File: config.mk
export PLATFORM = sky130hd
export DESIGN_NAME = conv_result_streamer
export DESIGN_NICKNAME = d
export VERILOG_FILES = /design/src/rtl/conv_stream_pkg.sv /design/src/rtl/conv_stream_skid_fifo.sv /design/src/rtl/conv_result_streamer.sv
export SDC_FILE = /design/constraint.sdc
export NUM_CORES = 1
export LEC_CHECK = 0
export ABC_AREA = 1
export CORE_MARGIN = 3
export CORE_UTILIZATION = 46
export CTS_BUF_LIST = sky130_fd_sc_hd__clkbuf_8
export CTS_CLUSTER_DIAMETER = 200
export DETAILED_ROUTE_END_ITERATION = 16
export PLACE_DENSITY = 0.7
export SYNTH_ARGS = -nofsm -noshare
export SYNTH_HDL_FRONTEND = slang
export SYNTH_SLANG_ARGS = --single-unit
File: constraint.sdc
create_clock -name clk -period 3 [get_ports clk]
set_input_delay 0.6 -clock clk [delete_from_list [all_inputs] [get_ports clk]]
set_output_delay 0.6 -clock clk [all_outputs]
set_load 0.005 [all_outputs]
File: src/rtl/conv_stream_pkg.sv
// conv_stream_pkg: shared state encoding, widths and result-length helper for the Memory Z streamer
package conv_stream_pkg;
    localparam int DATA_W = 16;
    localparam int ADDR_W = 6;
    localparam int SIZE_W = 5;
    localparam int SIZE_XLEN = 5;

    typedef enum logic [1:0] {IDLE, STREAM, FIN} state_t;

    function automatic int calc_total(input int size_y, input int size_x);
        return (size_y == 0) ? 0 : size_y + size_x - 1;
    endfunction
endpackage

File: src/rtl/conv_stream_skid_fifo.sv
// conv_stream_skid_fifo: 2-entry FIFO that absorbs Memory Z read latency under stream backpressure
module conv_stream_skid_fifo #(
    parameter int DW = 16
) (
    input  logic          clk,
    input  logic          rst,
    input  logic          push,
    input  logic          pop,
    input  logic [DW-1:0] din,
    output logic [DW-1:0] dout,
    output logic          full,
    output logic          empty,
    output logic [1:0]    count
);
    logic [DW-1:0] mem_q [2];
    logic [DW-1:0] mem_d [2];
    logic          wr_q, wr_d, rd_q, rd_d;
    logic [1:0]    cnt_q, cnt_d;
    logic          do_push, do_pop;

    always_comb begin
        do_pop  = pop && !empty;
        do_push = push && (!full || do_pop);
        mem_d   = mem_q;
        if (do_push) mem_d[wr_q] = din;
        wr_d  = wr_q ^ do_push;
        rd_d  = rd_q ^ do_pop;
        cnt_d = cnt_q + 2'(do_push) - 2'(do_pop);
    end

    always_ff @(posedge clk or posedge rst) begin
        if (rst) begin
            mem_q <= '{default: '0};
            wr_q  <= 1'b0;
            rd_q  <= 1'b0;
            cnt_q <= 2'd0;
        end else begin
            mem_q <= mem_d;
            wr_q  <= wr_d;
            rd_q  <= rd_d;
            cnt_q <= cnt_d;
        end
    end

    assign dout  = mem_q[rd_q];
    assign full  = cnt_q == 2'd2;
    assign empty = cnt_q == 2'd0;
    assign count = cnt_q;
endmodule

File: src/rtl/conv_result_streamer.sv
// conv_result_streamer: streams Memory Z results over valid/ready; CONV_STREAM_CHECKSUM_EN adds a running checksum port
module conv_result_streamer
    import conv_stream_pkg::*;
#(
    parameter int DATA_WIDTH_MEMZ = DATA_W,
    parameter int ADDR_WIDTH_MEMZ = ADDR_W,
    parameter int SIZE_WIDTH      = SIZE_W,
    parameter int SIZE_X          = SIZE_XLEN
) (
    input  logic                       clk,
    input  logic                       rst,
    input  logic                       start,
    input  logic [SIZE_WIDTH-1:0]      sizeY,
    output logic [ADDR_WIDTH_MEMZ-1:0] memZ_addr,
    input  logic [DATA_WIDTH_MEMZ-1:0] dataZ_read,
    output logic [DATA_WIDTH_MEMZ-1:0] dout,
    output logic                       dout_valid,
    input  logic                       dout_ready,
    output logic                       dout_last,
    output logic                       busy,
    output logic                       done
`ifdef CONV_STREAM_CHECKSUM_EN
    ,
    output logic [DATA_WIDTH_MEMZ-1:0] checksum
`endif
);
    localparam int AW = ADDR_WIDTH_MEMZ;

    state_t        state_q, state_d;
    logic [AW-1:0] total_q, total_d, rd_cnt_q, rd_cnt_d, tx_cnt_q, tx_cnt_d, addr_q, addr_d;
    logic          inflight_q, inflight_d;
    logic          accept, issue, pop, last_xfer, full, empty, at_last;
    logic [1:0]    count;
    logic [2:0]    occ;

    conv_stream_skid_fifo #(.DW(DATA_WIDTH_MEMZ)) u_fifo (
        .clk   (clk),
        .rst   (rst),
        .push  (inflight_q),
        .pop   (pop),
        .din   (dataZ_read),
        .dout  (dout),
        .full  (full),
        .empty (empty),
        .count (count)
    );

    always_ff @(posedge clk or posedge rst) begin
        if (rst) state_q <= IDLE;
        else     state_q <= state_d;
    end

    always_comb begin
        state_d = state_q;
        unique case (state_q)
            IDLE:    if (start) state_d = (sizeY == '0) ? FIN : STREAM;
            STREAM:  if (last_xfer) state_d = FIN;
            FIN:     state_d = IDLE;
            default: state_d = IDLE;
        endcase
    end

    always_comb begin
        busy       = state_q == STREAM;
        done       = state_q == FIN;
        dout_valid = busy && !empty;
        at_last    = tx_cnt_q == total_q - AW'(1);
        dout_last  = dout_valid && at_last;
        pop        = dout_valid && dout_ready;
        last_xfer  = pop && at_last;
        // a word leaving this cycle frees a slot, keeping 1 word/cycle without exceeding 2 outstanding
        occ        = {1'b0, count} + {2'b0, inflight_q} - {2'b0, pop};
        issue      = busy && rd_cnt_q < total_q && occ < 3'd2 && !full;
        memZ_addr  = issue ? rd_cnt_q : addr_q;
    end

    always_comb begin
        accept     = state_q == IDLE && start;
        total_d    = accept ? AW'(calc_total(int'(sizeY), SIZE_X)) : total_q;
        rd_cnt_d   = accept ? '0 : rd_cnt_q + AW'(issue);
        tx_cnt_d   = accept ? '0 : tx_cnt_q + AW'(pop);
        addr_d     = memZ_addr;
        inflight_d = issue;
    end

    always_ff @(posedge clk or posedge rst) begin
        if (rst) begin
            total_q    <= '0;
            rd_cnt_q   <= '0;
            tx_cnt_q   <= '0;
            addr_q     <= '0;
            inflight_q <= 1'b0;
        end else begin
            total_q    <= total_d;
            rd_cnt_q   <= rd_cnt_d;
            tx_cnt_q   <= tx_cnt_d;
            addr_q     <= addr_d;
            inflight_q <= inflight_d;
        end
    end

`ifdef CONV_STREAM_CHECKSUM_EN
    logic [DATA_WIDTH_MEMZ-1:0] checksum_q, checksum_d;

    always_comb checksum_d = accept ? '0 : pop ? checksum_q + dout : checksum_q;

    always_ff @(posedge clk or posedge rst) begin
        if (rst) checksum_q <= '0;
        else     checksum_q <= checksum_d;
    end

    assign checksum = checksum_q;
`endif
endmodule

; ---- After elaboration in Yosys (flattened, before gate mapping)
; Index checks and enable logic that the tools add are counted.
[word_totals]
latch_bits = 0
reg_bits = 63
memories = 0
elab_cells = 68
ramBits = 0
input_bits = 25
mem_bits_ro = 0
out_inout_bits = 26
[classes]
n_bitwise = 4
mul = 0
n_reduce_logical = 19
n_shift = 0
n_div = 0
n_eq_ne = 6
n_lt_le_gt_ge = 5
add_sub_neg = 9
mux = 14
[op_table]
columns = operator, count
row1 = $mux W16, 4
row2 = $bwmux W32, 1
row3 = $mux W6, 4
row4 = $demux W16 S1, 1
row5 = $add A6 B1 Y6, 2
row6 = $sub A6 B1 Y6 const B, 2
row7 = $logic_and A1 B1 Y1, 11
row8 = $logic_not A5 Y1, 2
row9 = $add A5 B3 Y6 const B, 1
row10 = $eq A6 B6 Y1, 1
row11 = $lt A6 B6 Y1, 1
row12 = $mux W2, 3
row13 = $eq A2 B2 Y1 const B, 2
row14 = $ge A2 B2 Y1 const B, 2
row15 = $logic_not A2 Y1, 2
row16 = $not A1 Y2, 2
row17 = $pmux W2 S2, 1
row18 = $add A2 B1 Y3, 1
row19 = $lt A3 B2 Y1 const B, 1
row20 = $sub A3 B1 Y3, 1
row21 = $add A2 B1 Y2, 1
row22 = $eq A2 B1 Y1 const B, 1
row23 = $logic_not A1 Y1, 2
row24 = $lt A2 B1 Y1 const B, 1
row25 = other kinds (6), 7

; ---- Longest topological paths before layout
; Gate-level depths: netlist of run 1.
[depth]
ltp_word = 10
mapped_depth = 19
depth_no_buf = 19

; ---- By module
; Synthesis of run 1 repeated with hierarchy kept, for this count alone.
[hier_totals]
hier_cells = 388
hier_area_um2 = 3318.2
[by_module_without_submodules]
columns = mod, instances, cells_each, area_each_um2
row1 = conv_stream_skid_fifo, 1, 173, 1672.9
row2 = conv_result_streamer, 1, 215, 1645.3

; ---- Worst setup path before layout of run 1
; No wires, ideal clock.
[synth_path]
kind = input to register
from = input dout_ready
to = register rd_cnt_q[4]
t_required_ps = 2879
arrival_time_ps = 2583
path_stages = 17
n_path_buf = 0
setup_slack_ps = 296
setup_time_ps = 121
path_cell_list = inv_1 -> nor2_4 -> inv_1 -> nand2_1 -> nand3_1 -> fa_1 -> xor2_1 -> nor2_2 -> nand3_4 -> inv_1 -> ha_1 -> ha_1 -> nand2_1 -> inv_1 -> nand2_1 -> xor2_1 -> nor2_1
[synth_between]
elab_chain_len = 7
[synth_lines]
columns = item, line_no
row1 = start: declaration, conv_result_streamer.sv:18  ; input logic dout_ready,
row2 = $logic_and A1 B1 Y1, conv_result_streamer.sv:69  ; pop = dout_valid && dout_ready;
row3 = $sub A3 B1 Y3, conv_result_streamer.sv:72  ; occ = {1'b0, count} + {2'b0, inflight_q} - {2'b0, pop};
row4 = $lt A3 B2 Y1, conv_result_streamer.sv:73  ; issue = busy && rd_cnt_q < total_q && occ < 3'd2 && !full;
row5 = $logic_and A1 B1 Y1 (2 in series), conv_result_streamer.sv:73
row6 = named net inflight_d, conv_result_streamer.sv:31  ; logic inflight_q, inflight_d;
row7 = $add A6 B1 Y6, conv_result_streamer.sv:80  ; rd_cnt_d = accept ? '0 : rd_cnt_q + AW'(issue);
row8 = $mux W6, conv_result_streamer.sv:80
row9 = named net rd_cnt_d[4], conv_result_streamer.sv:30  ; logic [AW-1:0] total_q, total_d, rd_cnt_q, rd_cnt_d, tx_cnt_q, tx_cnt_d, addr_q, addr_d;
row10 = end signal: assignment, conv_result_streamer.sv:95  ; rd_cnt_q <= rd_cnt_d;
row11 = end: declaration, conv_result_streamer.sv:30
; The timed path passes the listed nets, and every way through them passes these cells.
; A chain may end at the register's enable or synchronous reset.

; ---- Worst setup path after layout of run 1
[layout_path]
from = register state_q[1]
to = output memZ_addr[2]
[layout_between]
elab_chain_len = 8
elab_cells_between_ends = 9
cone_classes = add/sub: 1 / order compare: 1 / eq/ne: 1 / mux: 1 / reduce/logical: 5
[layout_lines]
columns = item, line_no
row1 = start: declaration, conv_result_streamer.sv:29  ; state_t state_q, state_d;
row2 = start signal: assignment, conv_result_streamer.sv:50  ; else state_q <= state_d;
row3 = $eq A2 B1 Y1 (*), conv_result_streamer.sv:64  ; busy = state_q == STREAM;
row4 = $logic_and A1 B1 Y1, conv_result_streamer.sv:66  ; dout_valid = busy && !empty;
row5 = $logic_and A1 B1 Y1, conv_result_streamer.sv:69
row6 = $sub A3 B1 Y3, conv_result_streamer.sv:72
row7 = $lt A3 B2 Y1, conv_result_streamer.sv:73
row8 = $logic_and A1 B1 Y1 (*) (2 in series), conv_result_streamer.sv:73
row9 = $mux W6 (*), conv_result_streamer.sv:74  ; memZ_addr = issue ? rd_cnt_q : addr_q;
row10 = end: declaration, conv_result_streamer.sv:14  ; output logic [ADDR_WIDTH_MEMZ-1:0] memZ_addr,
; Mark *: on every way between the ends. The rest lies on a longest branch, timed or not.

==> key figures, run 1 <==
Status
  • Status: finished with violations
  • Failing checks: setup timing

Power and ir drop
  • PwrDens: slightly below 1000 nW/um2
  • Combinational share of power: 49.5%
  • Sw Ratio: between 30% and 40%
  • Sequential Power Share: between 30% and 40%
  • Lkg Pwr: ~2.1 nW
  • Peak supply drop: around 630 uV
  • Clock Power Share: between 10% and 20%
  • Internal power: 2.59 mW
  • Net load switching power: 1.52 mW

STA
  • Final Hold Violating Endpoints: 0
  • Slew @ Worst Pin: approximately 0.57 ns
  • Layout Skew: around 0.014 ns
  • Slew Limit Fails: 0
  • Unrepaired setup endpoints after global routing: true
  • Worst relative slew slack: between 60 and 70%
  • Endpoints failing setup: 6
  • Min Clock Period, post-route: 3.13 ns
  • TNS Setup: -0.512 ns
  • Fmax: roughly 0.32 GHz
  • Final Cycle Share: 104%
  • Worst setup margin: -0.129 ns
  • Fin Hold WS: around 0.46 ns

Clock tree
  • CTS tree: built
  • Total CTS buffers: 9
  • Worst-Skew Late Latency: 0.33 ns
  • Clock Path Buffers: 2
  • Clock Pin Slew Worst Setup and Hold Paths: 0.07 ns
  • Post-CTS Hold Fix Bufs: 0
  • H-tree levels: 3
  • Clock sink count: 63
  • Clk root buf: clkbuf_8

Critical path
  • Crit Path Class: reg2out
  • CP Max Fanout: 5
  • Crit path required time: 2.40 ns
  • Reg-to-reg setup timing slack: about 0.13 ns
  • Critical Path Start Type: flop
  • Critical path endpoint category: primary output
  • CP delay by family, top: simple AND/OR/NAND/NOR gates
  • CP bufs+invs: 5
  • Worst-case reg-to-reg path depth: 20
  • CP arrival: approximately 2.5 ns
  • Crit-path cells: nor2_4, o21ai_4, nor2_4, inv_2, nand2_2, nand3_2, fa_2, inv_2, nor2_4, buf_6, buf_6, nand4_1, nand2_1, buf_2
  • Crit Reg-Reg Startpoint: state_q[1]
  • Most used cell, CP: nor2_4
  • CP max stage cell: fa_2
  • Critical Path Max Stage Delay: between 0.5 and 0.6 ns
  • RR Endpoint: addr_q[4]

Floorplanning
  • Die Ht: 89.4 um
  • I/O pins: slightly above 50
  • Core Region: 6530 um2
  • Die width: ~89 um
  • Starting density of the core: 49.0%
  • Row count: 29
  • Die area: 8000 um2

Layout
  • Final core utilization: 64.6%
  • Area grow syn2layout: 31.7%
  • # nets final: roughly 480
  • Final Cell Area: around 4200 um2
  • Share of cells above drive strength 1: 21.2%
  • ANT cells: 0

Synth
  • #FFs+latches synth: 63
  • Mapped Area: ~3200 um2
  • Synth Flop Type: dfrtp_1
  • Async SR Flop Fraction: between 90% and 100%
  • Synth top area cells: dfrtp_1 (49%), nand2_1 (9.4%), ha_1 (6.3%)
  • Synth unique cells: 28
  • Mapped Nets: ~400
  • Sequential share of the synthesized area: roughly 49%
  • Syn_area_per_cell: 8.92 um2
  • Count leader, synth: nand2_1
  • Top cells by count, synth: nand2_1 (80), dfrtp_1 (63), inv_1 (52), o21ai_0 (39), nor2_1 (28)
  • Area fraction of the dominant cell type after synthesis: around half
  • Number of flops mapped to enable cells by yosys: 0
  • Synth area leader: dfrtp_1
  • Synth Warn #: 0
  • Syn Inst Count: ~360

Global routing
  • Antenna violations before repair: 0
  • Vias in the first global route: between 2,000 and 2,500
  • Grt ovf: 0
  • First-pass GRT wire length: ~11 mm
  • Total GRT Usage: around a fifth
  • Pin count of the biggest net entering global routing: 33

Placed design
  • DP HPWL: slightly below 5 mm
  • GPL Wtd Cong: 0.825
  • IO Port Bufs: 50
  • DP Worst Slack: -0.602 ns
  • Post-placement cell area: between 3000 and 4000 um2

Job
  • Maximum capacitance violations: 0

Detailed routing
  • DR iter-0 viols: 94
  • Vias/cell: ~5.0
  • WL per Instance: around 13 um
  • Drt first pass iters: 4
  • Final wirelength: a little under 7 mm
  • Vias post-DR: between 2,000 and 3,000
  • Post-route ant nets: 0
  • DRC viols: 0

Min path
  • Hold WC Path Type: reg2reg
  • Hold endpoint: addr_q[5]
  • Hold depth: 2
  • Min-delay src: addr_q[5]
-- power groups by stage --
stage          combinational, mW  sequential [mW]  clock (mW)
6_report                    2.03             1.37       0.701
5_1_grt                     2.28             1.42       0.764
4_1_cts                     1.95             1.38       0.718
3_5_place_dp                1.86             1.38           0
3_3_place_gp                1.81             1.37           0
2_1_floorplan               1.12             1.33           0
-- layout make-up --
class / count / area, um2
Fill cell: 535 / 2310
Sequential cell: 63 / 1580
Multi-Input combinational cell: 232 / 1420
Timing Repair Buffer: 80 / 734
Inverter: 53 / 199
Clock buffer: 9 / 124
Tap cell: 77 / 96.3
Clock inverter: 7 / 65.1
-- worst register-to-register path: cells and delay by family, from the launching register on --
kind	cells	cell delay, ns
xor gates and xnor gates	1	0.25
DFF	1	0.41
adders and majority gates	1	0.34
buffers and inverters	10	1.04
and+or+nand+nor	7	0.64
AOI/OAI and AO/OA	1	0.09
-- flip-flops by register name, indices dropped and copies added, names as in the netlist --
| signal | count |
|---|---|
| addr_q | 6 |
| tx_cnt_q | 6 |
| u_fifo.count | 2 |
| u_fifo.mem_q | 32 |
| inflight_q | 1 |
| u_fifo.wr_q | 1 |
| state_q | 2 |
| total_q | 6 |
| rd_cnt_q | 6 |
| u_fifo.rd_q | 1 |
-- kinds of logic (layout without fill, tap and decap cells) --
group	count (synthesis)	count (layout)	share of synthesized area (%)
flip-flops	63	63	49.2
AO/OA/AOI/OAI	51	51	8.44
XOR/XNOR	12	12	3.28
adder cells (fa/ha/maj)	17	17	6.88
multiplexers	16	16	5.63
AND/OR/NAND/NOR	136	136	18.9
buffers and inverters	64	149	7.66
-- metal layers --
metal | global-route usage [%] | part of all wire, % | vias to the layer above
met5 | 0 | 0 | -
met4 | 7.58 | 2.1 | 0
met3 | 3.96 | 3.1 | 14
met2 | 29.2 | 49 | 49
met1 | 25.2 | 45 | 1235
li1 | - | - | 1303
-- repair_timing --
action	in CTS	in global routing
gates resized for setup	42	14
buffers inserted	13	6
pin swaps	13	11
setup endpoints to repair	7	10
-- cells in the final DEF, fill, tap and decap left out, drive strengths merged, types with 8 or more instances in the layout --
cell type	Yosys	layout
ha	16	16
nor2	32	32
clkdlybuf4s50	0	43
nand2	81	81
o21ai	41	41
dfrtp	63	63
inv	53	54
clkbuf	7	9
nand3	8	8
mux2	16	16
buf	4	36
-- worst max-delay path by stage --
| stage | endpoint | slack (ns) | cells after the start | start |
|---|---|---|---|---|
| after detailed placement | memZ_addr[1] | -0.60 | 14 | dout_ready |
| after floorplan | rd_cnt_q[4] | 0.30 | 17 | dout_ready |
| after global routing | memZ_addr[2] | -0.26 | 14 | state_q[1] |
| final | memZ_addr[2] | -0.13 | 14 | state_q[1] |
| after global placement | memZ_addr[4] | -0.55 | 13 | dout_ready |
| after CTS | memZ_addr[2] | -0.16 | 15 | state_q[0] |
-- metrics by stage --
stage | std cells | power (mW)
2_1_floorplan | 359 | 2.46
3_3_place_gp | 489 | 3.18
3_5_place_dp | 489 | 3.24
4_1_cts | 517 | 4.05
5_1_grt | 521 | 4.46
6_report | 521 | 4.11
Note: power is estimated with default switching activity, not from simulation.
==> inputs of run 2 (changes only) <==
--- a/config.mk
+++ b/config.mk
@@ -6,11 +6,13 @@
 export NUM_CORES = 1
 export LEC_CHECK = 0
 export ABC_AREA = 1
+export ABC_CLOCK_PERIOD_IN_PS = 3000
 export CORE_MARGIN = 3
 export CORE_UTILIZATION = 46
 export CTS_BUF_LIST = sky130_fd_sc_hd__clkbuf_8
 export CTS_CLUSTER_DIAMETER = 200
 export DETAILED_ROUTE_END_ITERATION = 16
+export GPL_TIMING_DRIVEN = 0
 export PLACE_DENSITY = 0.7
 export SYNTH_ARGS = -nofsm -noshare
 export SYNTH_HDL_FRONTEND = slang
==> run 2 against run 1 <==
The flow still finishes with violations (setup timing). Critical path depth down 1. Combinational power increased by 3%. Maximum frequency is 1.1% lower. Cell area is 1.0% higher. Utilization is 0.67 points higher. Non-clock buffer count grew 4. Final cell count grew 0.77%. Global-route usage rose by 0.73 points. First-iteration DRC count is 47% higher. Count of clock-buffer cells in the layout up 1.
==> key figures, run 2 (synthesis results as in run 1) <==
Critical path
  • Crit Reg-Reg Startpoint: u_fifo.count[0]
  • Critical path endpoint category: primary output
  • CP arrival: 2.56 ns (+0.03 ns)
  • Reg-to-reg setup timing slack: -0.01 ns (-0.14 ns)
  • Crit Path Class: reg2out
  • Critical Path Start Type: flop
  • RR Endpoint: addr_q[1]
  • Worst-case reg-to-reg path depth: 19 (-5.0%)
  • CP Max Fanout: 5 (unchanged)
  • Crit path required time: 2.40 ns (about the same)

Floorplanning
  • Core Region: 6530 um2 (unchanged)
  • I/O pins: 51 (unchanged)
  • Die width: 89.4 um (unchanged)
  • Row count: 29 (unchanged)
  • Starting density of the core: 49.0% (unchanged)
  • Die area: 8000 um2 (unchanged)
  • Die Ht: 89.4 um (unchanged)

Min path
  • Hold WC Path Type: reg2reg
  • Hold depth: 2 (unchanged)
  • Min-delay src: addr_q[0]
  • Hold endpoint: addr_q[0]

Detailed routing
  • Drt first pass iters: 4 (unchanged)
  • DRC viols: 0 (unchanged)
  • WL per Instance: 13.5 um (+2.3%)
  • Vias post-DR: 2,656 (+2.1%)
  • DR iter-0 viols: 138 (+47%)
  • Post-route ant nets: 0 (unchanged)
  • Final wirelength: 7.11 mm (+3.1%)
  • Vias/cell: 5.06 (+1.3%)

Clock tree
  • H-tree levels: 3 (unchanged)
  • Clock Path Buffers: 2 (unchanged)
  • Clock Pin Slew Worst Setup and Hold Paths: 0.06 ns (about the same)
  • CTS tree: built
  • Post-CTS Hold Fix Bufs: 0 (unchanged)
  • Clock sink count: 63 (unchanged)
  • Clk root buf: clkbuf_8
  • Worst-Skew Late Latency: 0.34 ns (about the same)
  • Total CTS buffers: 9 (unchanged)

Layout
  • Share of cells above drive strength 1: 22.3% (+1.2 points)
  • Most flops, register: u_fifo.mem_q
  • # nets final: 485 (+0.83%)
  • Largest register FFs: 32 (unchanged)
  • ANT cells: 0 (unchanged)
  • Most common library cell in the layout ignoring fill and taps: nand2_1
  • Area grow syn2layout: 33.1%
  • Finished Layout Cells: 525 (+0.77%)
  • Most frequent cells in the layout: nand2_1 (67), dfrtp_1 (61), inv_1 (46)

Job
  • Maximum capacitance violations: 0 (unchanged)

STA
  • Final Hold Violating Endpoints: 0 (unchanged)
  • Unrepaired setup endpoints after global routing: true
  • Slew Limit Fails: 0 (unchanged)
  • Worst setup margin: -0.165 ns (-0.0354 ns)
  • Worst relative slew slack: 65.1% (+3.1 points)
  • Fmax: 0.316 GHz (-1.1%)
  • Endpoints failing setup: 7 (+1)
  • Slew @ Worst Pin: 0.524 ns (-0.0454 ns)
  • TNS Setup: -0.955 ns (-0.443 ns)
  • Final Cycle Share: 105% (+1.2 points)
  • Layout Skew: 0.0108 ns (-0.00306 ns)
  • Min Clock Period, post-route: 3.16 ns (+0.0354 ns)

Placed design
  • Dpl cells: 487 (-0.41%)
  • DP HPWL: 4.88 mm (+1.1%)
  • GPL Wtd Cong: 0.813 (-1.5%)
  • IO Port Bufs: 50 (unchanged)

Status
  • Status: finished with violations
  • Failing checks: setup timing

Global routing
  • Grt ovf: 0 (unchanged)
  • Antenna violations before repair: 0 (unchanged)
  • Total GRT Usage: 19.3% (+0.73 points)
  • First-pass GRT wire length: 11.6 mm (+1.4%)
  • Pin count of the biggest net entering global routing: 43 (+30%)
  • Vias in the first global route: 2,444 (-1.9%)

Power and ir drop
  • Lkg Pwr: 2.08 nW (about the same)
  • Peak supply drop: 594 uV (-6.3%)
  • PwrDens: 987 nW/um2 (+1.3%)
==> run 2: cell types whose count changed in the layout (fill, tap and decap cells not counted), sizes merged <==
cell and change:
buf -3, clkbuf +8, clkinv -2, inv +1
==> run 2: what timing repair did <==
item                                    in CTS  in global routing
gates resized for setup                     44                 19
buffers inserted                            17                  5
pin swaps                                   12                  7
endpoints found under the setup margin       8                  9
gates cloned                                 0                  0
==> run 2: through the flow <==
step / hold WS (ns) / util, % / power (mW) / area [um2] / setup WS [ns]
2_1_floorplan: 0.459 / - / 2.46 / 3200 / 0.296
3_5_place_dp: 0.456 / 58.5 / 3.18 / 3820 / -0.748
6_report: 0.486 / 65.2 / 4.21 / 4260 / -0.165
4_1_cts: 0.474 / 63.8 / 4.15 / 4170 / -0.187
5_1_grt: 0.517 / 65.2 / 4.57 / 4260 / -0.307
3_3_place_gp: 0.448 / 58.2 / 3.12 / 3800 / -0.734
==> run 2: routing by layer <==
metal / vias to the layer above / part of all wire, % / track usage [%]
met5: - / 0 / 0
li1: 1314 / - / -
met4: 0 / 1.3 / 6.09
met3: 11 / 3.3 / 4.61
met1: 1272 / 46 / 27.1
met2: 59 / 49 / 29.9
==> run 2: critical path, stage by stage (launching register included) <==
cell and delay, ns:
dfrtp_2 0.45, o21ai_4 0.21, nor2_4 0.07, buf_4 0.14, nand2_1 0.06, nand3_2 0.08, fa_2 0.53, inv_2 0.04
nor2_4 0.17, nand3_4 0.10, buf_6 0.15, nand2_2 0.05, nand2_2 0.05, buf_2 0.12
==> run 2: area by class of cell <==
| cell class | instances | area (um2) |
|---|---|---|
| Fill cell | 540 | 2270 |
| Sequential cell | 63 | 1580 |
| Multi-Input combinational cell | 232 | 1460 |
| Timing Repair Buffer | 73 | 683 |
| Inverter | 53 | 199 |
| Clock buffer | 10 | 138 |
| Tap cell | 77 | 96.3 |
| Clock inverter | 6 | 60.1 |
| Buffer | 11 | 46.3 |
==> run 2: how the worst max path moves through the flow <==
stage | start | end | slack (ns)
finish | u_fifo.count[0] | memZ_addr[1] | -0.16
detailed placement | dout_ready | memZ_addr[4] | -0.75
global placement | dout_ready | memZ_addr[5] | -0.73
global route | state_q[0] | memZ_addr[3] | -0.31
floorplan | dout_ready | rd_cnt_q[4] | 0.30
CTS | state_q[0] | memZ_addr[1] | -0.19
==> run 2: report_power, final <==
group	total [mW]	switching [mW]	internal, mW
sequential	1.38	0.189	1.19
combinational	2.10	1.04	1.05
clock	0.734	0.330	0.403
==> inputs of run 3 (changes only) <==
--- a/config.mk
+++ b/config.mk
@@ -7,6 +7,7 @@
 export LEC_CHECK = 0
 export ABC_AREA = 1
 export ABC_CLOCK_PERIOD_IN_PS = 3000
+export CAP_MARGIN = 10
 export CORE_MARGIN = 3
 export CORE_UTILIZATION = 46
 export CTS_BUF_LIST = sky130_fd_sc_hd__clkbuf_8
==> results of run 3 <==
The final DEF is identical to that of run 2; final timing and power are the same.
